<file path="src/rtl/obstacle_pkg.sv">
// rtl/obstacle_pkg.sv - shared tile geometry constants and row-divider state encoding
package obstacle_pkg;

  localparam int OBSTACLE_WIDTH  = 10;
  localparam int OBSTACLE_HEIGHT = 20;
  localparam int H_RES_DEFAULT   = 640;
  localparam int TILE_COLS       = H_RES_DEFAULT / OBSTACLE_WIDTH;

  typedef enum logic [1:0] {
    IDLE  = 2'd0,
    DIV   = 2'd1,
    READY = 2'd2
  } div_state_t;

  function automatic int tile_cols(input int h_res, input int tile_w);
    return h_res / tile_w;
  endfunction

endpackage

</file>
<file path="src/rtl/obstacle_row_divider.sv">
// rtl/obstacle_row_divider.sv - per-frame camera_y / tile-height divider run during blanking
// Repeated subtraction: one tile height per cycle, restartable by any frame_start.
module obstacle_row_divider import obstacle_pkg::*; #(
  parameter int HEIGHT    = OBSTACLE_HEIGHT,
  parameter int PHY_WIDTH = 14,
  parameter int REM_WIDTH = 10
) (
  input  logic                 clk,
  input  logic                 rst_n,
  input  logic                 frame_start,
  input  logic [PHY_WIDTH-1:0] camera_y,
  output logic [REM_WIDTH-1:0] rem_out,
  output logic [PHY_WIDTH-1:0] quot,
  output logic                 map_ready
);

  localparam logic [PHY_WIDTH-1:0] H = PHY_WIDTH'(HEIGHT);

  div_state_t           state;
  logic [PHY_WIDTH-1:0] rem;

  always_ff @(posedge clk or negedge rst_n) begin
    if (!rst_n) begin
      state     <= IDLE;
      rem       <= '0;
      quot      <= '0;
      map_ready <= 1'b0;
    end else if (frame_start) begin
      state     <= DIV;
      rem       <= camera_y;
      quot      <= '0;
      map_ready <= 1'b0;
    end else begin
      case (state)
        DIV: begin
          if (rem >= H) begin
            rem  <= rem - H;
            quot <= quot + 1'b1;
          end else begin
            state     <= READY;
            map_ready <= 1'b1;
          end
        end
        default: state <= state;
      endcase
    end
  end

  // The remainder is always below HEIGHT once READY, so it fits the in-tile index width.
  assign rem_out = rem[REM_WIDTH-1:0];

endmodule

</file>
<file path="src/rtl/obstacle_tile_locator.sv">
// rtl/obstacle_tile_locator.sv - raster position to obstacle tile coordinates and hit flag
// Optional platform tiles are built when OBSTACLE_PLATFORM_EN is defined.
module obstacle_tile_locator #(
  parameter int OBSTACLE_WIDTH  = obstacle_pkg::OBSTACLE_WIDTH,
  parameter int OBSTACLE_HEIGHT = obstacle_pkg::OBSTACLE_HEIGHT,
  parameter int SCREEN_WIDTH    = 10,
  parameter int PHY_WIDTH       = 14,
  parameter int H_RES           = 640,
  parameter int WALL_COLS       = 2,
  parameter int PLATFORM_PERIOD = 8,
  parameter int PLATFORM_LEN    = 8
) (
  input  logic                    sys_clk,
  input  logic                    sys_rst_n,
  input  logic                    frame_start,
  input  logic [PHY_WIDTH-1:0]    camera_y,
  input  logic [SCREEN_WIDTH-1:0] pixel_x,
  input  logic [SCREEN_WIDTH-1:0] pixel_y,
  input  logic                    video_on,
  output logic [SCREEN_WIDTH-1:0] obstacle_x_rom,
  output logic [SCREEN_WIDTH-1:0] obstacle_y_rom,
  output logic [PHY_WIDTH-1:0]    obstacle_abs_pos_x,
  output logic [PHY_WIDTH-1:0]    obstacle_abs_pos_y,
  output logic                    obstacle_on,
  output logic                    map_ready
);

  import obstacle_pkg::*;

  localparam int                      COLS    = tile_cols(H_RES, OBSTACLE_WIDTH);
  localparam logic [PHY_WIDTH-1:0]    WALL_LO = PHY_WIDTH'(WALL_COLS);
  localparam logic [PHY_WIDTH-1:0]    WALL_HI = PHY_WIDTH'(COLS - WALL_COLS);
  localparam logic [SCREEN_WIDTH-1:0] X_LAST  = SCREEN_WIDTH'(OBSTACLE_WIDTH - 1);
  localparam logic [SCREEN_WIDTH-1:0] Y_LAST  = SCREEN_WIDTH'(OBSTACLE_HEIGHT - 1);

  logic [SCREEN_WIDTH-1:0] div_rem;
  logic [PHY_WIDTH-1:0]    div_quot;
  logic                    div_ready;

  obstacle_row_divider #(
    .HEIGHT    (OBSTACLE_HEIGHT),
    .PHY_WIDTH (PHY_WIDTH),
    .REM_WIDTH (SCREEN_WIDTH)
  ) u_row_divider (
    .clk         (sys_clk),
    .rst_n       (sys_rst_n),
    .frame_start (frame_start),
    .camera_y    (camera_y),
    .rem_out     (div_rem),
    .quot        (div_quot),
    .map_ready   (div_ready)
  );

  assign map_ready = div_ready;

  // Stage 1: incremental tile counters, valid for the pixel just presented.
  logic [SCREEN_WIDTH-1:0] x_rom, y_rom;
  logic [PHY_WIDTH-1:0]    col, row;
  logic                    vis_q;

  always_ff @(posedge sys_clk or negedge sys_rst_n) begin
    if (!sys_rst_n) begin
      x_rom <= '0;
      y_rom <= '0;
      col   <= '0;
      row   <= '0;
      vis_q <= 1'b0;
    end else begin
      vis_q <= video_on;
      if (video_on) begin
        if (pixel_x == '0) begin
          x_rom <= '0;
          col   <= '0;
          if (pixel_y == '0) begin
            y_rom <= div_rem;
            row   <= div_quot;
          end else if (y_rom == Y_LAST) begin
            y_rom <= '0;
            row   <= row + 1'b1;
          end else begin
            y_rom <= y_rom + 1'b1;
          end
        end else if (x_rom == X_LAST) begin
          x_rom <= '0;
          col   <= col + 1'b1;
        end else begin
          x_rom <= x_rom + 1'b1;
        end
      end
    end
  end

  logic wall, platform;

  always_comb begin
    wall = (col < WALL_LO) || (col >= WALL_HI);
  end

`ifdef OBSTACLE_PLATFORM_EN
  localparam int                   PLAT_SHIFT = $clog2(PLATFORM_PERIOD);
  localparam logic [PHY_WIDTH-1:0] PLAT_MASK  = PHY_WIDTH'(PLATFORM_PERIOD - 1);
  localparam logic [PHY_WIDTH-1:0] PLAT_LEN   = PHY_WIDTH'(PLATFORM_LEN);

  logic [PHY_WIDTH-1:0] plat_rel, plat_start;

  // Platforms step 4 tiles right every platform row, repeating after 8 platforms.
  always_comb begin
    plat_rel   = col - WALL_LO;
    plat_start = PHY_WIDTH'({row[PLAT_SHIFT +: 3], 2'b00});
    platform   = ((row & PLAT_MASK) == '0) &&
                 (plat_rel >= plat_start) &&
                 (plat_rel < plat_start + PLAT_LEN);
  end
`else
  always_comb begin
    platform = 1'b0;
  end
`endif

  // Stage 2: hit test and registered outputs.
  always_ff @(posedge sys_clk or negedge sys_rst_n) begin
    if (!sys_rst_n) begin
      obstacle_x_rom     <= '0;
      obstacle_y_rom     <= '0;
      obstacle_abs_pos_x <= '0;
      obstacle_abs_pos_y <= '0;
      obstacle_on        <= 1'b0;
    end else begin
      obstacle_x_rom     <= x_rom;
      obstacle_y_rom     <= y_rom;
      obstacle_abs_pos_x <= col;
      obstacle_abs_pos_y <= row;
      obstacle_on        <= vis_q && div_ready && (wall || platform);
    end
  end

endmodule

</file>
<file path="config.mk">
export PLATFORM = sky130hd
export DESIGN_NAME = obstacle_tile_locator
export DESIGN_NICKNAME = d
export VERILOG_FILES = /design/src/rtl/obstacle_pkg.sv /design/src/rtl/obstacle_row_divider.sv /design/src/rtl/obstacle_tile_locator.sv
export SDC_FILE = /design/constraint.sdc
export NUM_CORES = 1
export LEC_CHECK = 0
export CELL_PAD_IN_SITES_DETAIL_PLACEMENT = 1
export CELL_PAD_IN_SITES_GLOBAL_PLACEMENT = 2
export CORE_UTILIZATION = 31
export CTS_CLUSTER_DIAMETER = 40
export DETAILED_ROUTE_END_ITERATION = 16
export GPL_ROUTABILITY_DRIVEN = 0
export PLACE_DENSITY_LB_ADDON = 0.05
export SLEW_MARGIN = 20
export SYNTH_ARGS = -nofsm -noshare
export SYNTH_HDL_FRONTEND = slang
export SYNTH_HIERARCHICAL = 1
export SYNTH_SLANG_ARGS = --single-unit
</file>
<file path="constraint.sdc">
create_clock -name sys_clk -period 2.24 [get_ports sys_clk]
set_input_delay 0.224 -clock sys_clk [delete_from_list [all_inputs] [get_ports sys_clk]]
set_output_delay 0.224 -clock sys_clk [all_outputs]
set_load 0.05 [all_outputs]
</file>
==> summary.md, run 1 <==
| Metric | Value |
|---|---|
| Core Util, Final | `0.434` |
| ANT cells | `0` |
| FF-to-FF path depth | `6` |
| Max FO, Critical Path | `10` |
| CP endpoint kind | `register` |
| Worst Path Buf+Inv | `1` |
| R2R Setup Slk | `0.04 ns` |
| Yosys warning count | `6` |
| Die X | `between 100 and 150 um` |
| Yosys cell types | `66` |
| P_sw | `1.86 mW` |
| Slew Viols, Final | `0` |
| Final Instance Count excl. Fillers | `917` |
| Crit-path cells | `or4_4, or4_4, buf_6, o21ai_4, mux2i_1, nor2_1` |
| IO Count | `88` |
| Share of cells above drive strength 1 | `0.157` |
| Net Count, Synth | `601` |
| H-tree depth | `4` |
| HP Class | `primary input to async pin` |
| Skew final | `0.00954 ns` |
| Layout area overhead | `35.1%` |
| Internal power | `4.83 mW` |
| Final cycle utilization of the critical path | `0.981` |
| GRT Residual Overflow | `0` |
| Vias | `4786` |
| FF+latch area | `3200 um2` |
| FFs w/ async S/R, synth | `1.00` |
| Logic pwr share | `0.161` |
| Switching part of the total power | `0.278` |
| Die Y | `140 um` |
| Critical Path AT | `2.49 ns` |
| CTS tree | `built` |
| 1st-iter DRT viols | `about 210` |
| Largest net degree at the start of global routing | `82` |
| Sequential fraction of the synthesis area | `0.545` |
| Commonest cells after routing, fill and taps aside | `dfrtp_1 (128), clkdlybuf4s50_1 (86), nand2_1 (46)` |
| Num CTS Buffers | `17` |
| Avg Synthesized Cell Area | `10.6 um2` |
| Clk buf depth | `2` |
| Vias per cell | `5.22` |
| R2R Path End | `u_row_divider/quot[1]` |
| Setup tns final | `0 ns` |
| Fmax | `roughly 450 MHz` |
| Die footprint | `19500 um2` |
| Drt first pass iters | `4` |
| Prevailing post-synth register cell | `dfrtp_1` |
| Max incr delay on CP | `0.54 ns` |
| WL final | `~16000 um` |
| Most used cell, CP | `or4_4` |
| Clk pwr share | `0.442` |
| Routed len/inst | `17.7 um` |
| Status | `completed` |
| EDFF count, synth | `0` |
| Worst-margin pin slew | `0.609 ns` |
| Cell area after synthesis | `5870 um2` |
| DR DRC count | `0` |
| Setup Crit Path Kind | `register to register` |
| Post-place setup slack | `-0.0683 ns` |
| Setup slack after layout | `between 0.04 and 0.05 ns` |
| Cell Rows | `approximately 50` |
| Total track usage | `0.179` |
| Peak VDD IR | `523 uV` |
| Core Area | `18300 um2` |
| R2R Path Start | `u_row_divider/rem[6]` |
| Critical path's top delay family | `simple AND/OR/NAND/NOR gates` |
| P_leak | `3.36 nW` |
| Final Net Count | `about 720` |
| P per Cell Area | `843 nW/um2` |
| Rel. slew slack | `0.590` |
| Clk Latency, worst-skew pair | `0.41 ns` |
| Vias in the first global route | `5198` |
| RSZ-0062 raised after global routing | `true` |
| Clock sink total | `128` |
| Period minus WS final | `2.20 ns` |
| Initial core utilization | `0.321` |
| HPWL Detailed | `11800 um` |
| FILL cells | `2029` |
| FF+latch count, synth | `128` |
| Crit start category | `register` |
| PnR Total Power | `6.68 mW` |
| Initial antenna violation count | `0` |
| Slowest cell on crit path | `or4_4` |
| Remaining antenna violation count after routing | `0` |
| Root Buffer | `clkbuf_16` |
| Final setup viols | `0` |
| Multi-input gate area | `about 2500 um2` |
| Clock transition at path regs | `~0.06 ns` |
| Fin. Hold Viols | `0` |
| First-pass GRT wire length | `around 27000 um` |
| Mapped Cells | `555` |
| PortBufs | `slightly below 90` |
| Max_cap viols | `0` |
| Placed Instances | `883` |
| Reg power frac | `0.397` |
| Worst path required time | `2.53 ns` |
| Most common cell after layout, fill and taps aside | `dfrtp_1` |
## logic make-up (layout without fill, tap and decap cells)
logic type                 Yosys count  in the layout  synth area share
DFF                                128            128             0.545
xor gates and xnor gates            30             30            0.0447
muxes                               12             12            0.0219
AOI/OAI and AO/OA                  127            127             0.147
and+or+nand+nor                    200            200             0.179
adders and majority gates            8              8            0.0170
buffers and inverters               50            183            0.0441
## layout make-up
cell class	count	share of cell area
Tap cell	229	0.0361
Timing Repair Buffer	137	0.164
Inverter	14	0.00662
Sequential cell	128	0.404
Multi-Input combinational cell	377	0.310
Clock buffer	18	0.0541
Clock inverter	14	0.0259
## cells in the mapped netlist, types with 3 or more instances
master,number,area [um2]
buf_6,3,33.8
nand2b_1,4,25.0
or4_1,4,30.0
nor4_2,4,50.1
xnor2_1,10,87.6
o211ai_1,4,30.0
o21ai_0,32,160
mux2i_1,5,50.1
buf_2,8,40.0
or3_1,11,68.8
o21a_1,5,37.5
ha_1,8,100
a221o_1,3,30.0
nor4_1,16,100
mux2_2,7,78.8
buf_4,10,75.1
a2bb2oi_1,6,52.6
dfrtp_1,128,3200
o31ai_1,4,30.0
a21oi_1,28,140
nand3_1,21,105
nor3_1,7,35.0
o22ai_1,7,43.8
xor2_1,20,175
nand4_1,11,68.8
o311ai_0,3,26.3
o2111ai_1,6,52.6
nand2_1,46,173
inv_1,13,48.8
nor2_1,45,169
a31oi_1,4,25.0
clkbuf_1,13,48.8
and3_1,16,100
nor2b_1,3,18.8
## worst max path at each step
stage / endpoint / from / cells after the start / slack (ns)
after floorplan: u_row_divider/rem[13] / u_row_divider/rem[6] / 6 / -0.00005
after global placement: col[13] / pixel_x[5] / 6 / -0.02
after detailed placement: col[13] / pixel_x[5] / 6 / -0.07
after CTS: u_row_divider/quot[5] / u_row_divider/rem[6] / 7 / 0.01
after global routing: u_row_divider/quot[1] / u_row_divider/rem[6] / 6 / -0.04
final: u_row_divider/quot[1] / u_row_divider/rem[6] / 6 / 0.04
## per-stage QoR
| step | hold slack [ns] | cell area [um2] |
|---|---|---|
| after floorplan | -0.0716 | 5880 |
| after global placement | 0.0659 | 7220 |
| after detailed placement | 0.0683 | 7220 |
| after CTS | 0.165 | 7870 |
| after global routing | 0.182 | 7930 |
| final | 0.184 | 7930 |
## worst register-to-register path, delay by kind of cell, from the launching register on
family                 cells  cell delay (ns)
AOI/OAI and AO/OA          1             0.24
buffers and inverters      1             0.17
DFF                        1             0.39
muxes                      1             0.22
and+or+nand+nor            3             1.06
## power groups by stage
stage | clock network [mW] | registers, mW | logic, mW
global route | 3.12 | 2.68 | 1.17
floorplan | 0 | 2.89 | 0.396
CTS | 3.03 | 2.66 | 1.07
finish | 2.95 | 2.66 | 1.08
global placement | 0 | 2.69 | 1.04
detailed placement | 0 | 2.70 | 1.06
## registers in the layout, indices dropped and copies added, names as in the netlist
| signal | count |
|---|---|
| col | 14 |
| obstacle_abs_pos_x | 14 |
| obstacle_abs_pos_y | 14 |
| obstacle_on | 1 |
| obstacle_x_rom | 10 |
| obstacle_y_rom | 10 |
| row | 14 |
| u_row_divider/map_ready | 1 |
| u_row_divider/quot | 14 |
| u_row_divider/rem | 14 |
| u_row_divider/state | 1 |
| vis_q | 1 |
| x_rom | 10 |
| y_rom | 10 |
## repair_timing
action                                 4_1_cts  5_1_grt
hold buffers                                 1        0
setup endpoints to repair                   10       20
pin swaps                                    1        3
gates resized for setup                      3       11
buffers inserted                             0        1
endpoints found under the hold margin       90        0
## per-layer routing
metal	vias up	track usage	share of wire
met4	0	0.0602	0.013
met2	81	0.313	0.50
li1	2260	-	-
met3	13	0.0299	0.027
met5	-	0	0
met1	2432	0.222	0.46
No activity file was read; power rests on OpenSTA's default activity.
==> inputs of run 2 (changes only) <==
Settings changed: CORE_ASPECT_RATIO set to 1.4, CORE_UTILIZATION 31 to 35, PLACE_DENSITY set to 0.78, PLACE_DENSITY_LB_ADDON 0.05 to unset.
Clock period 2.24 ns to 2.5 ns, I/O delays scaled along.
==> summary.md, run 2 (synthesis gave the netlist of run 1 again) <==
| Metric | Value |
|---|---|
| Cell Rows | `55 (+12%)` |
| Critical path's top delay family | `simple AND/OR/NAND/NOR gates` |
| Final Instance Count excl. Fillers | `867 (-5.5%)` |
| Worst Path Buf+Inv | `1 (unchanged)` |
| Initial core utilization | `0.360 (+0.0386)` |
| Vias in the first global route | `5253 (+1.1%)` |
| Final setup viols | `0 (unchanged)` |
| Worst path required time | `2.81 ns (+0.28 ns)` |
| Critical Path AT | `2.70 ns (+0.21 ns)` |
| CTS tree | `built` |
| Remaining antenna violation count after routing | `0 (unchanged)` |
| Fmax | `418 MHz (-8.2%)` |
| Num CTS Buffers | `17 (unchanged)` |
| Clock transition at path regs | `0.06 ns (about the same)` |
| Clock sink total | `128 (unchanged)` |
| Skew final | `0.00680 ns (-0.00274 ns)` |
| RSZ-0062 raised after global routing | `false` |
| Routed len/inst | `18.3 um (+3.2%)` |
| Max incr delay on CP | `0.56 ns (+0.02 ns)` |
| Clk buf depth | `2 (unchanged)` |
| Setup Crit Path Kind | `register to register` |
| Max FO, Critical Path | `9 (-1)` |
| Multi-input gate area | `2420 um2 (-1.6%)` |
| Most common cell after layout, fill and taps aside | `dfrtp_1` |
| Drt first pass iters | `11 (+7)` |
| Die Y | `155 um (+11%)` |
| Slowest cell on crit path | `or4_1` |
| Commonest cells after routing, fill and taps aside | `dfrtp_1 (128), clkdlybuf4s50_1 (86), nand2_1 (46)` |
| H-tree depth | `4 (unchanged)` |
| Max_cap viols | `0 (unchanged)` |
| Layout area overhead | `30.4%` |
| Status | `complete, but fails checks` |
| Worst-margin pin slew | `0.733 ns (+0.123 ns)` |
| Share of cells above drive strength 1 | `0.127 (-0.0297)` |
| Setup tns final | `0 ns (unchanged)` |
| CP endpoint kind | `register` |
| GRT Residual Overflow | `0 (unchanged)` |
| Peak VDD IR | `418 uV (-20%)` |
| Root Buffer | `clkbuf_16` |
| WL final | `15800 um (-2.4%)` |
| P per Cell Area | `767 nW/um2 (-9.0%)` |
| HPWL Detailed | `11700 um (-0.81%)` |
| FILL cells | `1788 (-12%)` |
| Vias per cell | `5.51 (+5.5%)` |
| Die footprint | `17300 um2 (-11%)` |
| Vias | `4775 (-0.23%)` |
| Rel. slew slack | `0.507 (-0.0829)` |
| Slew Viols, Final | `0 (unchanged)` |
| Largest net degree at the start of global routing | `45 (-45%)` |
| HP Class | `primary input to async pin` |
| Fin. Hold Viols | `0 (unchanged)` |
| 1st-iter DRT viols | `198 (-6.6%)` |
| Post-CTS setup buffers | `0 (unchanged)` |
| Period minus WS final | `2.39 ns (+0.195 ns)` |
| Crit start category | `register` |
| DR DRC count | `11 (+11)` |
| Die X | `111 um (-20%)` |
| Crit-path cells | `or4_4, or4_1, buf_4, o21ai_4, mux2i_1, nor2_1` |
| P_leak | `3.24 nW (-3.7%)` |
| Final cycle utilization of the critical path | `0.957 (-0.0239)` |
| Final Net Count | `701 (-2.8%)` |
| Clk Latency, worst-skew pair | `0.42 ns (about the same)` |
| Core Area | `16300 um2 (-11%)` |
| Initial antenna violation count | `0 (unchanged)` |
| Placed Instances | `834 (-5.5%)` |
| Failing checks | `design-rule violations` |
| IO Count | `88 (unchanged)` |
| PortBufs | `87 (unchanged)` |
| First-pass GRT wire length | `26800 um (-1.7%)` |
| ANT cells | `0 (unchanged)` |
| FF+latch area | `3200 um2 (unchanged)` |
| Total track usage | `0.199 (+0.0204)` |
## run 2: stage by stage
step | utilization | setup slack (ns) | hold WS [ns] | power, mW | cell area (um2)
2_1_floorplan | - | 0.214 | -0.0456 | 2.94 | 5870
3_3_place_gp | 0.430 | 0.118 | 0.284 | 3.27 | 7010
3_5_place_dp | 0.430 | 0.0426 | 0.299 | 3.30 | 7010
4_1_cts | 0.469 | 0.0533 | 0.377 | 5.95 | 7650
5_1_grt | 0.470 | 0.00221 | 0.403 | 6.13 | 7660
6_report | 0.470 | 0.106 | 0.386 | 5.87 | 7660
## run 2: timing repair
action,4_1_cts,5_1_grt
resized for setup,0,3
hold buffers,1,0
hold endpoints to repair,41,0
setup endpoints to repair,0,5
## run 2: worst reg2reg max path, delay by kind of cell (launching register included)
kind	cells	cell delay, ns
muxes	1	0.24
AOI/OAI and AO/OA	1	0.28
DFF	1	0.37
and+or+nand+nor	3	1.14
buffers and inverters	1	0.24
## run 2: metal layers
metal,global-route usage,part of all wire
met2,0.367,0.54
met5,0,0
met1,0.222,0.41
met3,0.0405,0.036
met4,0.0837,0.023
## run 2: report_power, final
group	total, mW	internal (mW)	switching (mW)
Sequential	2.40	2.23	0.166
Clock	2.61	1.69	0.919
Combinational	0.866	0.353	0.513
Total	5.87	4.27	1.60
## run 2: cell type report
cell class	instances	share of cell area
clock buffer	18	0.0573
clock inverter	14	0.0248
inverter	14	0.00686
multi-input combinational	377	0.315
sequential	128	0.418
tap	199	0.0325
timing repair buffer	117	0.145
## run 2: worst paths after layout
kind,slack [ns],cells after the start,startpoint,end
max in group asynchronous,1.38,3,sys_rst_n,obstacle_abs_pos_x[10]
min in group sys_clk,0.39,3,camera_y[2],u_row_divider/rem[2]
worst min register to register,0.42,0,row[6],obstacle_abs_pos_y[6]
worst max-delay path,0.11,6,u_row_divider/rem[6],u_row_divider/quot[1]
worst min-delay path,0.39,2,sys_rst_n,x_rom[6]
worst max register to register,0.11,6,u_row_divider/rem[6],u_row_divider/quot[1]
==> inputs of run 3 (changes only) <==
Settings changed: CAP_MARGIN set to 20, CORE_UTILIZATION 35 to 25, PLACE_DENSITY 0.78 to 0.58.
==> summary.md, run 3 (synthesis gave the netlist of run 1 again) <==
| Metric | Value |
|---|---|
| Rel. slew slack | `0.646 (+0.138)` |
| Final Net Count | `703 (+0.29%)` |
| DR DRC count | `0 (-11)` |
| Die footprint | `24100 um2 (+39%)` |
| Share of cells above drive strength 1 | `0.128 (+0.00111)` |
| ANT cells | `0 (unchanged)` |
| PortBufs | `87 (unchanged)` |
| Largest net degree at the start of global routing | `49 (+8.9%)` |
| First-pass GRT wire length | `27500 um (+2.7%)` |
| RSZ-0062 raised after global routing | `false` |
| Clk buf depth | `2 (unchanged)` |
| HP Class | `primary input to async pin` |
| Die X | `132 um (+18%)` |
| Max FO, Critical Path | `7 (-2)` |
| P_leak | `3.26 nW (+0.62%)` |
| 1st-iter DRT viols | `131 (-34%)` |
| Vias per cell | `4.80 (-13%)` |
| Initial core utilization | `0.254 (-0.106)` |
| Final setup viols | `0 (unchanged)` |
| Root Buffer | `clkbuf_16` |
| Slowest cell on crit path | `or4_1` |
| CP endpoint kind | `register` |
| Vias | `4688 (-1.8%)` |
| Worst-margin pin slew | `0.530 ns (-0.203 ns)` |
| GRT Residual Overflow | `0 (unchanged)` |
| Skew final | `0.00833 ns (+0.00153 ns)` |
| Peak VDD IR | `461 uV (+10%)` |
| HPWL Detailed | `12500 um (+6.9%)` |
| Crit-path cells | `or4_4, or4_1, nor4_1, xor2_1, mux2_2` |
| Worst path required time | `2.80 ns (about the same)` |
| Num CTS Buffers | `17 (unchanged)` |
| H-tree depth | `4 (unchanged)` |
| Clock transition at path regs | `0.06 ns (about the same)` |
| Max incr delay on CP | `0.54 ns (-0.02 ns)` |
| Status | `completed` |
| Routed len/inst | `17.1 um (-6.5%)` |
| Fin. Hold Viols | `0 (unchanged)` |
| WL final | `16700 um (+5.2%)` |
| Slew Viols, Final | `0 (unchanged)` |
| Core Util, Final | `0.339 (-0.131)` |
| Max_cap viols | `0 (unchanged)` |
| Cell Rows | `66 (+20%)` |
| Core Area | `23100 um2 (+42%)` |
| Setup tns final | `0 ns (unchanged)` |
| Most common cell after layout, fill and taps aside | `dfrtp_1` |
| Critical Path AT | `2.68 ns (-0.02 ns)` |
| Period minus WS final | `2.38 ns (-0.0146 ns)` |
| Layout area overhead | `33.4%` |
| Die Y | `183 um (+18%)` |
| Clk Latency, worst-skew pair | `0.43 ns (about the same)` |
| Clock sink total | `128 (unchanged)` |
| Total track usage | `0.146 (-0.0525)` |
| Worst Path Buf+Inv | `0 (-1)` |
| Vias in the first global route | `5152 (-1.9%)` |
| Critical path's top delay family | `simple AND/OR/NAND/NOR gates` |
| CTS tree | `built` |
| Crit start category | `register` |
| Worst hold slack | `0.329 ns (-0.0563 ns)` |
| P per Cell Area | `763 nW/um2 (-0.43%)` |
| Commonest cells after routing, fill and taps aside | `dfrtp_1 (128), clkdlybuf4s50_1 (86), nand2_1 (46)` |
| Setup Crit Path Kind | `register to register` |
| IO Count | `88 (unchanged)` |
| Initial antenna violation count | `0 (unchanged)` |
| Final cycle utilization of the critical path | `0.952 (-0.00585)` |
| Fmax | `420 MHz (+0.61%)` |
| Drt first pass iters | `4 (-7)` |
| Remaining antenna violation count after routing | `0 (unchanged)` |
-- run 3: changes by cell type in the layout (fill, tap and decap cells not counted), sizes merged --
cell	before	now
buf	30	32
bufinv	4	5
clkbuf	18	21
clkinv	8	4
-- run 3: power by group --
part	switching, mW	total, mW	internal (mW)	leakage, nW
clock	0.903	2.72	1.81	0.313
sequential	0.164	2.39	2.23	1.67
combinational	0.517	0.869	0.351	1.28
-- run 3: stage by stage --
| stage | setup slack [ns] | power, mW | area (um2) | instances |
|---|---|---|---|---|
| after floorplan | 0.214 | 2.94 | 5870 | 555 |
| after global placement | -0.0299 | 3.29 | 7160 | 943 |
| after detailed placement | -0.00424 | 3.31 | 7160 | 943 |
| after CTS | 0.0591 | 6.07 | 7830 | 976 |
| after global routing | 0.00395 | 6.23 | 7830 | 976 |
| final | 0.121 | 5.98 | 7830 | 976 |
-- run 3: layout make-up --
cell class	instances	area (um2)
Timing Repair Buffer	119	1120
Inverter	14	52.6
Fill cell	2585	15300
Clock inverter	11	185
Multi-Input combinational cell	377	2420
Sequential cell	128	3200
Tap cell	306	383
Clock buffer	21	460
-- run 3: metal layers --
| layer | track usage | up-vias | routed length, um |
|---|---|---|---|
| li1 | - | 2214 | - |
| met4 | 0.0628 | 0 | 261 |
| met5 | 0 | - | 0 |
| met3 | 0.0304 | 17 | 500 |
| met1 | 0.160 | 2374 | 6960 |
| met2 | 0.272 | 83 | 8940 |
-- run 3: path summary, 6_finish.rpt --
check                                          to  cells after the start  slack, ns                 start
min in group sys_clk         u_row_divider/rem[9]                      3       0.39           camera_y[9]
hold reg to reg            obstacle_abs_pos_y[13]                      0       0.41               row[13]
max in group asynchronous       obstacle_x_rom[4]                      3       1.45             sys_rst_n
hold / removal                           x_rom[6]                      2       0.33             sys_rst_n
setup / recovery            u_row_divider/rem[13]                      5       0.12  u_row_divider/rem[6]
setup reg to reg            u_row_divider/rem[13]                      5       0.12  u_row_divider/rem[6]
-- run 3: what timing repair did --
item	CTS	global route
resized for setup	2	3
setup buffers	0	0
hold buffers	1	0
endpoints found under the setup margin	1	3
endpoints found under the hold margin	32	0
